## config.mk

```make
export PLATFORM = sky130hd
export DESIGN_NAME = chram_write_arbiter_flat
export DESIGN_NICKNAME = d
export VERILOG_FILES = /design/src/rtl/chram_write_arbiter_pkg.sv /design/src/rtl/chram_write_arbiter_if.sv /design/src/rtl/chram_write_arbiter_rr_pick.sv /design/src/rtl/chram_write_arbiter.sv /design/src/flat_wrapper.sv
export SDC_FILE = /design/constraint.sdc
export NUM_CORES = 1
export LEC_CHECK = 0
export ABC_AREA = 1
export BUFFER_PORTS_ARGS = -buffer_cell sky130_fd_sc_hd__buf_2
export CORE_ASPECT_RATIO = 0.8
export CORE_MARGIN = 4
export CORE_UTILIZATION = 50
export CTS_CLUSTER_SIZE = 10
export DETAILED_ROUTE_END_ITERATION = 10
export GPL_TIMING_DRIVEN = 0
export PLACE_DENSITY_LB_ADDON = 0.2
export REMOVE_ABC_BUFFERS = 1
export SLEW_MARGIN = 20
export SYNTH_ARGS = -nofsm -noshare
export SYNTH_HDL_FRONTEND = slang
export SYNTH_SLANG_ARGS = --single-unit
```

## constraint.sdc

```tcl
create_clock -name i_clk -period 2.38 [get_ports i_clk]
set_clock_uncertainty 0.1 [all_clocks]
set_input_delay 0.357 -clock i_clk [delete_from_list [all_inputs] [get_ports i_clk]]
set_output_delay 0.357 -clock i_clk [all_outputs]
set_load 0.02 [all_outputs]
```

## src/rtl/chram_write_arbiter_pkg.sv

```systemverilog
// Shared types and constants for the overlay character-RAM write arbiter.
package chram_arb_pkg;

  typedef enum logic {
    IDLE = 1'b0,
    LOCK = 1'b1
  } arb_state_t;

  localparam int CHRAM_AW    = 12;
  localparam int CHRAM_DW    = 8;
  localparam int CHRAM_DEPTH = 2048;

  // Glyph codes written by the update engines
  localparam logic [7:0] WHEEL_A   = 8'h2A;
  localparam logic [7:0] WHEEL_B   = 8'h96;
  localparam logic [7:0] BAR_FULL  = 8'h7F;
  localparam logic [7:0] BAR_EMPTY = 8'hA6;

endpackage

```

## src/rtl/chram_write_arbiter_if.sv

```systemverilog
// Requester beats, grant vector and RAM port-A write signals of the arbiter.
interface chram_arb_if
  import chram_arb_pkg::*;
#(
  parameter int N  = 3,
  parameter int AW = CHRAM_AW,
  parameter int DW = CHRAM_DW
);
  logic [N-1:0]    req;
  logic [N-1:0]    last;
  logic [N*AW-1:0] addr;
  logic [N*DW-1:0] data;
  logic [N-1:0]    gnt;
  logic            wr_ena;
  logic [AW-1:0]   wr_addr;
  logic [DW-1:0]   wr_data;
  logic            err;

  modport master (
    output req, last, addr, data,
    input  gnt, wr_ena, wr_addr, wr_data, err
  );

  modport slave (
    input  req, last, addr, data,
    output gnt, wr_ena, wr_addr, wr_data, err
  );
endinterface

```

## src/rtl/chram_write_arbiter_rr_pick.sv

```systemverilog
// Combinational round-robin selector: one-hot pick of the first request at or after rr_ptr.
module rr_pick #(
  parameter int N  = 3,
  parameter int PW = 2
) (
  input  logic [N-1:0]  req,
  input  logic [PW-1:0] rr_ptr,
  output logic [N-1:0]  sel
);
  logic [N-1:0] masked;
  logic         found;

  // Requests at or above the pointer win; otherwise wrap to the lowest index
  for (genvar gi = 0; gi < N; gi++) begin : g_mask
    assign masked[gi] = req[gi] && (PW'(gi) >= rr_ptr);
  end

  always_comb begin
    sel   = '0;
    found = 1'b0;
    for (int i = 0; i < N; i++) begin
      if (!found && masked[i]) begin
        sel[i] = 1'b1;
        found  = 1'b1;
      end
    end
    for (int i = 0; i < N; i++) begin
      if (!found && req[i]) begin
        sel[i] = 1'b1;
        found  = 1'b1;
      end
    end
  end
endmodule

```

## src/rtl/chram_write_arbiter.sv

```systemverilog
// Round-robin, burst-locking arbiter for the character RAM write port.
// Optional CHRAM_ARB_VBLANK_EN restricts grants and beat acceptance to the vblank window.
module chram_write_arbiter
  import chram_arb_pkg::*;
#(
  parameter int N         = 3,
  parameter int AW        = CHRAM_AW,
  parameter int DW        = CHRAM_DW,
  parameter int DEPTH     = CHRAM_DEPTH,
  parameter int MAX_BURST = 16
) (
  input  logic      i_clk,
  input  logic      reset,
  input  logic      vblank,
  chram_arb_if.slave bus
);
  localparam int          OW      = (N > 1) ? $clog2(N) : 1;
  localparam logic [AW:0] DEPTH_V = (AW + 1)'(DEPTH);

  arb_state_t    state_reg, state_next;
  logic [OW-1:0] owner_reg, owner_next;
  logic [OW-1:0] rr_ptr_reg, rr_ptr_next;
  logic [7:0]    beat_cnt_reg, beat_cnt_next;
  logic [N-1:0]  gnt_reg, gnt_next;
  logic          wr_ena_reg, err_reg;
  logic [AW-1:0] wr_addr_reg;
  logic [DW-1:0] wr_data_reg;

  logic [N-1:0]  pick_sel;
  logic [OW-1:0] pick_idx;
  logic          win_open, accept, in_range;
  logic [AW-1:0] addr_a [N];
  logic [DW-1:0] data_a [N];

  for (genvar gi = 0; gi < N; gi++) begin : g_lane
    assign addr_a[gi] = bus.addr[gi*AW +: AW];
    assign data_a[gi] = bus.data[gi*DW +: DW];
  end

`ifdef CHRAM_ARB_VBLANK_EN
  assign win_open = vblank;
`else
  logic unused_vblank;
  assign unused_vblank = vblank;
  assign win_open      = 1'b1;
`endif

  rr_pick #(.N(N), .PW(OW)) u_pick (
    .req    (bus.req),
    .rr_ptr (rr_ptr_reg),
    .sel    (pick_sel)
  );

  always_comb begin
    pick_idx = '0;
    for (int i = 0; i < N; i++) begin
      if (pick_sel[i]) pick_idx = OW'(i);
    end
  end

  // A closed window stalls the owner without releasing it
  assign accept   = (state_reg == LOCK) && bus.req[owner_reg] && win_open;
  assign in_range = {1'b0, addr_a[owner_reg]} < DEPTH_V;

  always_comb begin
    state_next    = state_reg;
    owner_next    = owner_reg;
    rr_ptr_next   = rr_ptr_reg;
    beat_cnt_next = beat_cnt_reg;
    gnt_next      = gnt_reg;
    case (state_reg)
      IDLE: begin
        if ((|bus.req) && win_open) begin
          gnt_next   = pick_sel;
          owner_next = pick_idx;
          state_next = LOCK;
        end
      end
      LOCK: begin
        if (!bus.req[owner_reg] ||
            (accept && (bus.last[owner_reg] || beat_cnt_reg == 8'(MAX_BURST - 1)))) begin
          state_next    = IDLE;
          gnt_next      = '0;
          beat_cnt_next = '0;
          rr_ptr_next   = (owner_reg == OW'(N - 1)) ? '0 : owner_reg + 1'b1;
        end else if (accept) begin
          beat_cnt_next = beat_cnt_reg + 8'd1;
        end
      end
      default: state_next = IDLE;
    endcase
  end

  always_ff @(posedge i_clk) begin
    if (reset) begin
      state_reg    <= IDLE;
      owner_reg    <= '0;
      rr_ptr_reg   <= '0;
      beat_cnt_reg <= '0;
      gnt_reg      <= '0;
      wr_ena_reg   <= 1'b0;
      err_reg      <= 1'b0;
      wr_addr_reg  <= '0;
      wr_data_reg  <= '0;
    end else begin
      state_reg    <= state_next;
      owner_reg    <= owner_next;
      rr_ptr_reg   <= rr_ptr_next;
      beat_cnt_reg <= beat_cnt_next;
      gnt_reg      <= gnt_next;
      wr_ena_reg   <= accept && in_range;
      err_reg      <= accept && !in_range;
      if (accept && in_range) begin
        wr_addr_reg <= addr_a[owner_reg];
        wr_data_reg <= data_a[owner_reg];
      end
    end
  end

  assign bus.gnt     = gnt_reg;
  assign bus.wr_ena  = wr_ena_reg;
  assign bus.wr_addr = wr_addr_reg;
  assign bus.wr_data = wr_data_reg;
  assign bus.err     = err_reg;
endmodule

```

## src/flat_wrapper.sv

```systemverilog
// flat-port wrapper written by rule: the top's interface ports become plain ports
module chram_write_arbiter_flat import chram_arb_pkg::*;
#(
  parameter int N         = 3,
  parameter int AW        = CHRAM_AW,
  parameter int DW        = CHRAM_DW,
  parameter int DEPTH     = CHRAM_DEPTH,
  parameter int MAX_BURST = 16
)
  (i_clk, reset, vblank, bus_req, bus_last, bus_addr, bus_data, bus_gnt, bus_wr_ena, bus_wr_addr, bus_wr_data, bus_err);
  chram_arb_if #(.N(N), .AW(AW), .DW(DW)) bus_i ();
  input  logic i_clk;
  input  logic reset;
  input  logic vblank;
  input wire logic [$bits(bus_i.req)-1:0] bus_req;
  input wire logic [$bits(bus_i.last)-1:0] bus_last;
  input wire logic [$bits(bus_i.addr)-1:0] bus_addr;
  input wire logic [$bits(bus_i.data)-1:0] bus_data;
  output wire logic [$bits(bus_i.gnt)-1:0] bus_gnt;
  output wire logic [$bits(bus_i.wr_ena)-1:0] bus_wr_ena;
  output wire logic [$bits(bus_i.wr_addr)-1:0] bus_wr_addr;
  output wire logic [$bits(bus_i.wr_data)-1:0] bus_wr_data;
  output wire logic [$bits(bus_i.err)-1:0] bus_err;
  assign bus_i.req = bus_req;
  assign bus_i.last = bus_last;
  assign bus_i.addr = bus_addr;
  assign bus_i.data = bus_data;
  assign bus_gnt = bus_i.gnt;
  assign bus_wr_ena = bus_i.wr_ena;
  assign bus_wr_addr = bus_i.wr_addr;
  assign bus_wr_data = bus_i.wr_data;
  assign bus_err = bus_i.err;
  chram_write_arbiter #(.N(N), .AW(AW), .DW(DW), .DEPTH(DEPTH), .MAX_BURST(MAX_BURST)) u_core (.i_clk(i_clk), .reset(reset), .vblank(vblank), .bus(bus_i));
endmodule
```

## After elaboration in Yosys (flattened, before gate mapping)

Cells that the tools add are included.

| cells by class | value |
|---|---|
| div/mod/pow operators | 0 |
| $add $sub $neg | 2 |
| shift-type cells | 0 |
| bitwise logic cells | 2 |
| muxes and demuxes | 31 |
| equality and inequality tests | 4 |
| $lt $le $gt $ge | 6 |
| reduce and logical (&&, ||, !) cells | 27 |
| multiply operators | 0 |

Operators with widths:

| cell | number |
|---|---|
| 8-bit two-way mux | 4 |
| 12-bit binary-select mux with 2-bit select | 1 |
| 12-bit two-way mux | 2 |
| 8-bit binary-select mux with 2-bit select | 1 |
| 1-bit two-way mux | 15 |
| 1-bit logical AND | 12 |
| 12-bit < comparator (second input constant) | 1 |
| 8-bit by 1-bit adder with 8-bit output (second input constant) | 1 |
| 8-bit by 4-bit equality test with 1-bit output (second input constant) | 1 |
| 2-bit AND reduction | 4 |
| 1-bit logical NOT | 7 |
| 3-bit two-way mux | 2 |
| 3-bit one-hot mux with 2 select lines | 1 |
| 1-bit binary-select mux with 2-bit select | 2 |
| 1-bit by 2-bit >= comparator with 1-bit output (first input constant) | 2 |
| 2-bit two-way mux | 2 |
| 3-bit >= comparator (second input constant) | 1 |
| 2-bit by 3-bit < comparator with 1-bit output (second input constant) | 1 |
| 2-bit inverter with 3-bit output | 1 |
| 3-bit OR reduction | 1 |
| 2-bit by 1-bit adder with 2-bit output (second input constant) | 1 |
| 2-bit equality test (second input constant) | 1 |
| 2-bit >= comparator (first input constant) | 1 |
| 1-bit logical OR | 2 |
| other kinds (5) | 5 |

| storage, ports and cells | value |
|---|---|
| flip-flop bits (word level) | 38 |
| memory bits (read-only) | 0 |
| latch bits | 0 |
| memories kept | 0 |
| memory bits (writable) | 0 |
| output and inout port bits | 25 |
| bits of input ports | 69 |

## Depth between registers and ports, before layout

| depth | value |
|---|---|
| depth in word-level cells | 20 |
| mapped depth | 11 |

## By module

From an unflattened synthesis, not the netlist that was laid out.

| second synthesis, totals | value |
|---|---|
| cells, all modules | 296 |
| area, all modules | 1964.4 um2 |

By module, submodules not included:

| module | instances | area each (um2) | cells an instance |
|---|---|---|---|
| chram_write_arbiter | 1 | 1888.1 | 280 |
| rr_pick | 1 | 76.3 | 16 |

## Least setup slack after synthesis

Ideal clock, no wire load.

| timing | value |
|---|---|
| path kind | register to register |
| from | register u_core.owner_reg[0] |
| to | register u_core.wr_addr_reg[10] (netlist: u_core.bus.wr_addr[10]) |
| cell stages (with the launch flop) | 9 |
| slack | 0.982 ns |
| buffers on the path | 2 |
| data required time | 2.164 ns |
| arrival | 1.182 ns |
| path through | dfxtp_1 > buf_4 > o21ai_0 > a22oi_4 > nand2_4 > inv_2 > buf_6 > nor2_1 > nor2_1 |

| on the way | value |
|---|---|
| longest elaborated chain between the ends | 6 |
| elaborated cells on any way between the ends | 9 |
| those cells by class | order compare: 1; mux: 5; bitwise: 1; reduce/logical: 2 |

Ends and longest elaborated chain:

| item | RTL line | source |
|---|---|---|
| from (decl) | chram_write_arbiter.sv:21 | `logic [OW-1:0] owner_reg, owner_next;` |
| from (signal assigned) | chram_write_arbiter.sv:107 | `owner_reg <= owner_next;` |
| 2-bit inverter with 3-bit output (not written as such) | chram_write_arbiter.sv:63, chram_write_arbiter.sv:114 |  |
| 12-bit binary-select mux with 2-bit select | chram_write_arbiter.sv:63, chram_write_arbiter.sv:114 |  |
| 12-bit two-way mux (not written as such) (2 in series) | chram_write_arbiter.sv:63, chram_write_arbiter.sv:114 |  |
| 12-bit < comparator | chram_write_arbiter.sv:63 | `assign in_range = {1'b0, addr_a[owner_reg]} < DEPTH_V;` |
| 1-bit logical AND | chram_write_arbiter.sv:113 | `if (accept && in_range) begin` |
| to (signal assigned) | chram_write_arbiter.sv:114 | `wr_addr_reg <= addr_a[owner_reg];` |
| to (decl) | chram_write_arbiter.sv:26 | `logic [AW-1:0] wr_addr_reg;` |

Several ways; a longest one is shown, not always the timed one. The select of a mux whose other input is x is not followed.
A chain may end at the register's enable or synchronous reset.

## Worst setup path in the final report

| timing | value |
|---|---|
| from | register u_core.owner_reg[0] |
| to | register u_core.wr_data_reg[2] (netlist: u_core.bus.wr_data[2]) |

| on the way | value |
|---|---|
| longest elaborated chain between the ends | 6 |
| elaborated cells on any way between the ends | 12 |
| those cells by class | order compare: 1; mux: 8; bitwise: 1; reduce/logical: 2 |

Ends and longest elaborated chain:

| item | RTL line | source |
|---|---|---|
| 2-bit inverter with 3-bit output (not written as such) | chram_write_arbiter.sv:63, chram_write_arbiter.sv:115 |  |
| 12-bit binary-select mux with 2-bit select | chram_write_arbiter.sv:63 |  |
| 12-bit two-way mux (not written as such) (2 in series) | chram_write_arbiter.sv:63 |  |
| 12-bit < comparator | chram_write_arbiter.sv:63 |  |
| 1-bit logical AND | chram_write_arbiter.sv:113 |  |
| to (signal assigned) | chram_write_arbiter.sv:115 | `wr_data_reg <= data_a[owner_reg];` |
| to (decl) | chram_write_arbiter.sv:27 | `logic [DW-1:0] wr_data_reg;` |

Several ways; a longest one is shown, not always the timed one. The select of a mux whose other input is x is not followed.

==> summary.txt <==
CTS
  • Clock sinks: 38
  • H-tree depth: 2
  • Hold-fix buffers, CTS: 0
  • Clock transition at the registers of the reported paths: around 70 ps
  • CTS tree: done
  • Worst-Skew Late Latency: 280 ps
  • Post-CTS Setup Repair Bufs: 0
  • Resized Gates After CTS: 0
  • CTS root buf: clkbuf_8
  • CTS buffer count: 5
  • CTS Buffer Depth: 2

Global route
  • Initial antenna violation count: 0
  • Vias in the first global route: approximately 1900
  • Overflow after GRT: 0
  • GRT Total Usage: between 15 and 20%
  • First-pass GRT wire length: between 8000 and 9000 um
  • Largest net degree at the start of global routing: 24

Place
  • I/O Buffers: roughly 90
  • GPL Wtd Cong: between 0.8 and 0.9
  • DP HPWL: between 3000 and 4000 um
  • Dpl cells: approximately 430
  • Pre-CTS setup slack: 230 ps
  • Placed cell area: approximately 2400 sq um

Cells and area
  • Post-Layout Cell Count: 435
  • Fillers: 364
  • Core Util, Final: between 60% and 70%
  • Area growth, synth to finish: 25.4%
  • Nets: between 400 and 500
  • Max reg flops: 12
  • Fin area: about 2500 sq um
  • Share of cells above drive strength 1: 31.6%
  • Ant. Diodes: 0

Setup path
  • CP endpoint kind: register
  • Worst stage delay on the critical path: 470 ps
  • Crit path buf inv count: 2
  • Startpoint Class: register
  • Setup CP Type: reg -> reg
  • CP required: 2500 ps
  • Kind of cell adding the most delay to the critical path: simple AND/OR/NAND/NOR gates
  • CP max-delay cell: nor2_4
  • Worst-path fanout max: 22
  • Critical Path AT: roughly 2200 ps
  • Crit path cell chain: nor2_4, nand2_1, nand3_2, nand2_2, inv_2, nand2_4, inv_2, nor2_1, nor2_1

Synth
  • Post-synth top area cell: dfxtp_1
  • Synth Instances: 295
  • Primary FF master, synth: dfxtp_1
  • Synth warn: 0
  • Synthesized flop and latch total: 38
  • Fraction of registers with async set/reset: 0%
  • Commonest cells post-synth: nand2_1, nor2_1, dfxtp_1
  • Syn Std Cell Area: between 2000 and 2500 sq um
  • Area contributors post-synth: dfxtp_1, nand2_1, nor2_1, nand3_1, o21ai_0
  • Top-area cell type share of the netlist area: 37.9%
  • Mean Syn Cell Area: 6.81 sq um
  • Number of flops mapped to enable cells by yosys: 0
  • Register area share after synthesis: 37.9%
  • Post-synth cell types: 31
  • Most common cell in the netlist: nand2_1

Routing
  • Total wire length: ~5000 um
  • First DRT Iteration DRCs: 86
  • Met2 routed WL: 2310 um
  • DR vias: 2099
  • Antenna Nets Post-Route: 0
  • Max layer used: met4
  • M1 WL: 2290 um
  • WL met3: 316 um
  • Via/cell ratio: approximately 4.8
  • DR WL/cell: around 11 um
  • DRC viols: 0
  • Initial DRT Pass Iterations: 4

Power
  • Worst ir drop on vdd: 0.315 mV
  • Pwr Total: approximately 1.5 mW
  • Leakage power: between 1 and 1.5 nW
  • Power density cells: roughly 600 nW/um^2

Run status
  • Status: completed

Timing
  • Endpoints failing setup: 0
  • Crit share post-route: between 80 and 90%
  • Worst Tran Pin Value: approximately 800 ps
  • Slew Limit Headroom: between 40 and 50%
  • TNS Setup: 0 ps
  • F_max: between 400 and 500 MHz
  • Fin Hold WS: roughly 280 ps
  • Max-slew violation count: 0
  • Fin. Hold Viols: 0
  • Setup ws final: roughly 270 ps
  • Crit path time final: 2110 ps
  • Unrepaired setup endpoints after global routing: false

Floorplan
  • Die Wd: slightly below 80 um
  • Area of the core: 3830 sq um
  • # IOs: 94
  • Site row count: 20
  • Height of the die: roughly 65 um
  • Die area: roughly 5100 sq um
  • Starting Density: 52.5%

Run
  • Max Cap Violations: 0

Min path
  • Hold WC Path Type: in -> reg
[metal layers]
layer	track usage, %	vias up
met5	0	-
met4	7.08	0
met3	3.89	5
met2	34.5	69
met1	24.2	916
li1	-	1109
[placed cells by master, fill, tap and decap left out]
cell	n
buf_2	92
nand2_1	77
nor2_1	55
dfxtp_1	38
nand3_1	30
o21ai_0	22
inv_1	11
a21oi_1	8
clkbuf_8	6
inv_2	5
nor2_2	4
nand2_2	3
nand3_2	3
nor3_1	3
xor2_1	3
xnor2_1	3
nand2_4	2
nand4_1	2
o21ai_1	2
a22oi_4	1
nor2_4	1
o31ai_1	1
o21bai_1	1
and2_1	1
nand3b_1	1
a31o_2	1
nor3b_2	1
ha_1	1
clkbuf_1	1
clkinv_2	1
[worst paths after layout]
| path | startpoint | to | slack [ps] | cells past startpoint |
|---|---|---|---|---|
| worst max-delay path | u_core.owner_reg[0] | u_core.bus.wr_data[2] | 270 | 9 |
| worst min-delay path | reset | u_core.bus.gnt[0] | 280 | 2 |
| worst min register to register | u_core.bus.wr_addr[11] | u_core.bus.wr_addr[11] | 340 | 2 |
| worst max register to register | u_core.owner_reg[0] | u_core.bus.wr_data[2] | 270 | 9 |
[logic make-up (layout without fill, tap and decap cells)]
| kind of cell | Yosys count | count (layout) | share of synthesized area, % |
|---|---|---|---|
| adders and majority gates | 1 | 1 | 0.623 |
| and+or+nand+nor | 183 | 183 | 40.2 |
| AOI/OAI and AO/OA | 36 | 36 | 10.2 |
| DFF | 38 | 38 | 37.9 |
| buffers and inverters | 31 | 116 | 8.47 |
| xor gates and xnor gates | 6 | 6 | 2.62 |
[power breakdown]
part	internal (mW)	switching [mW]	total, mW
logic	0.143	0.224	0.367
clock network	0.233	0.206	0.440
registers	0.677	0.0290	0.706
[area by class of cell]
cell class	instances	area (sq um)	area share, %
well taps	55	68.8	2.73
multi-input cells	226	1080	42.8
repair buffers	92	460	18.3
clock buffers	7	86.3	3.43
flip-flops and latches	38	761	30.2
inverters	16	60.1	2.38
clock inverters	1	5.00	0.199
(Power assumes the default switching activity.)
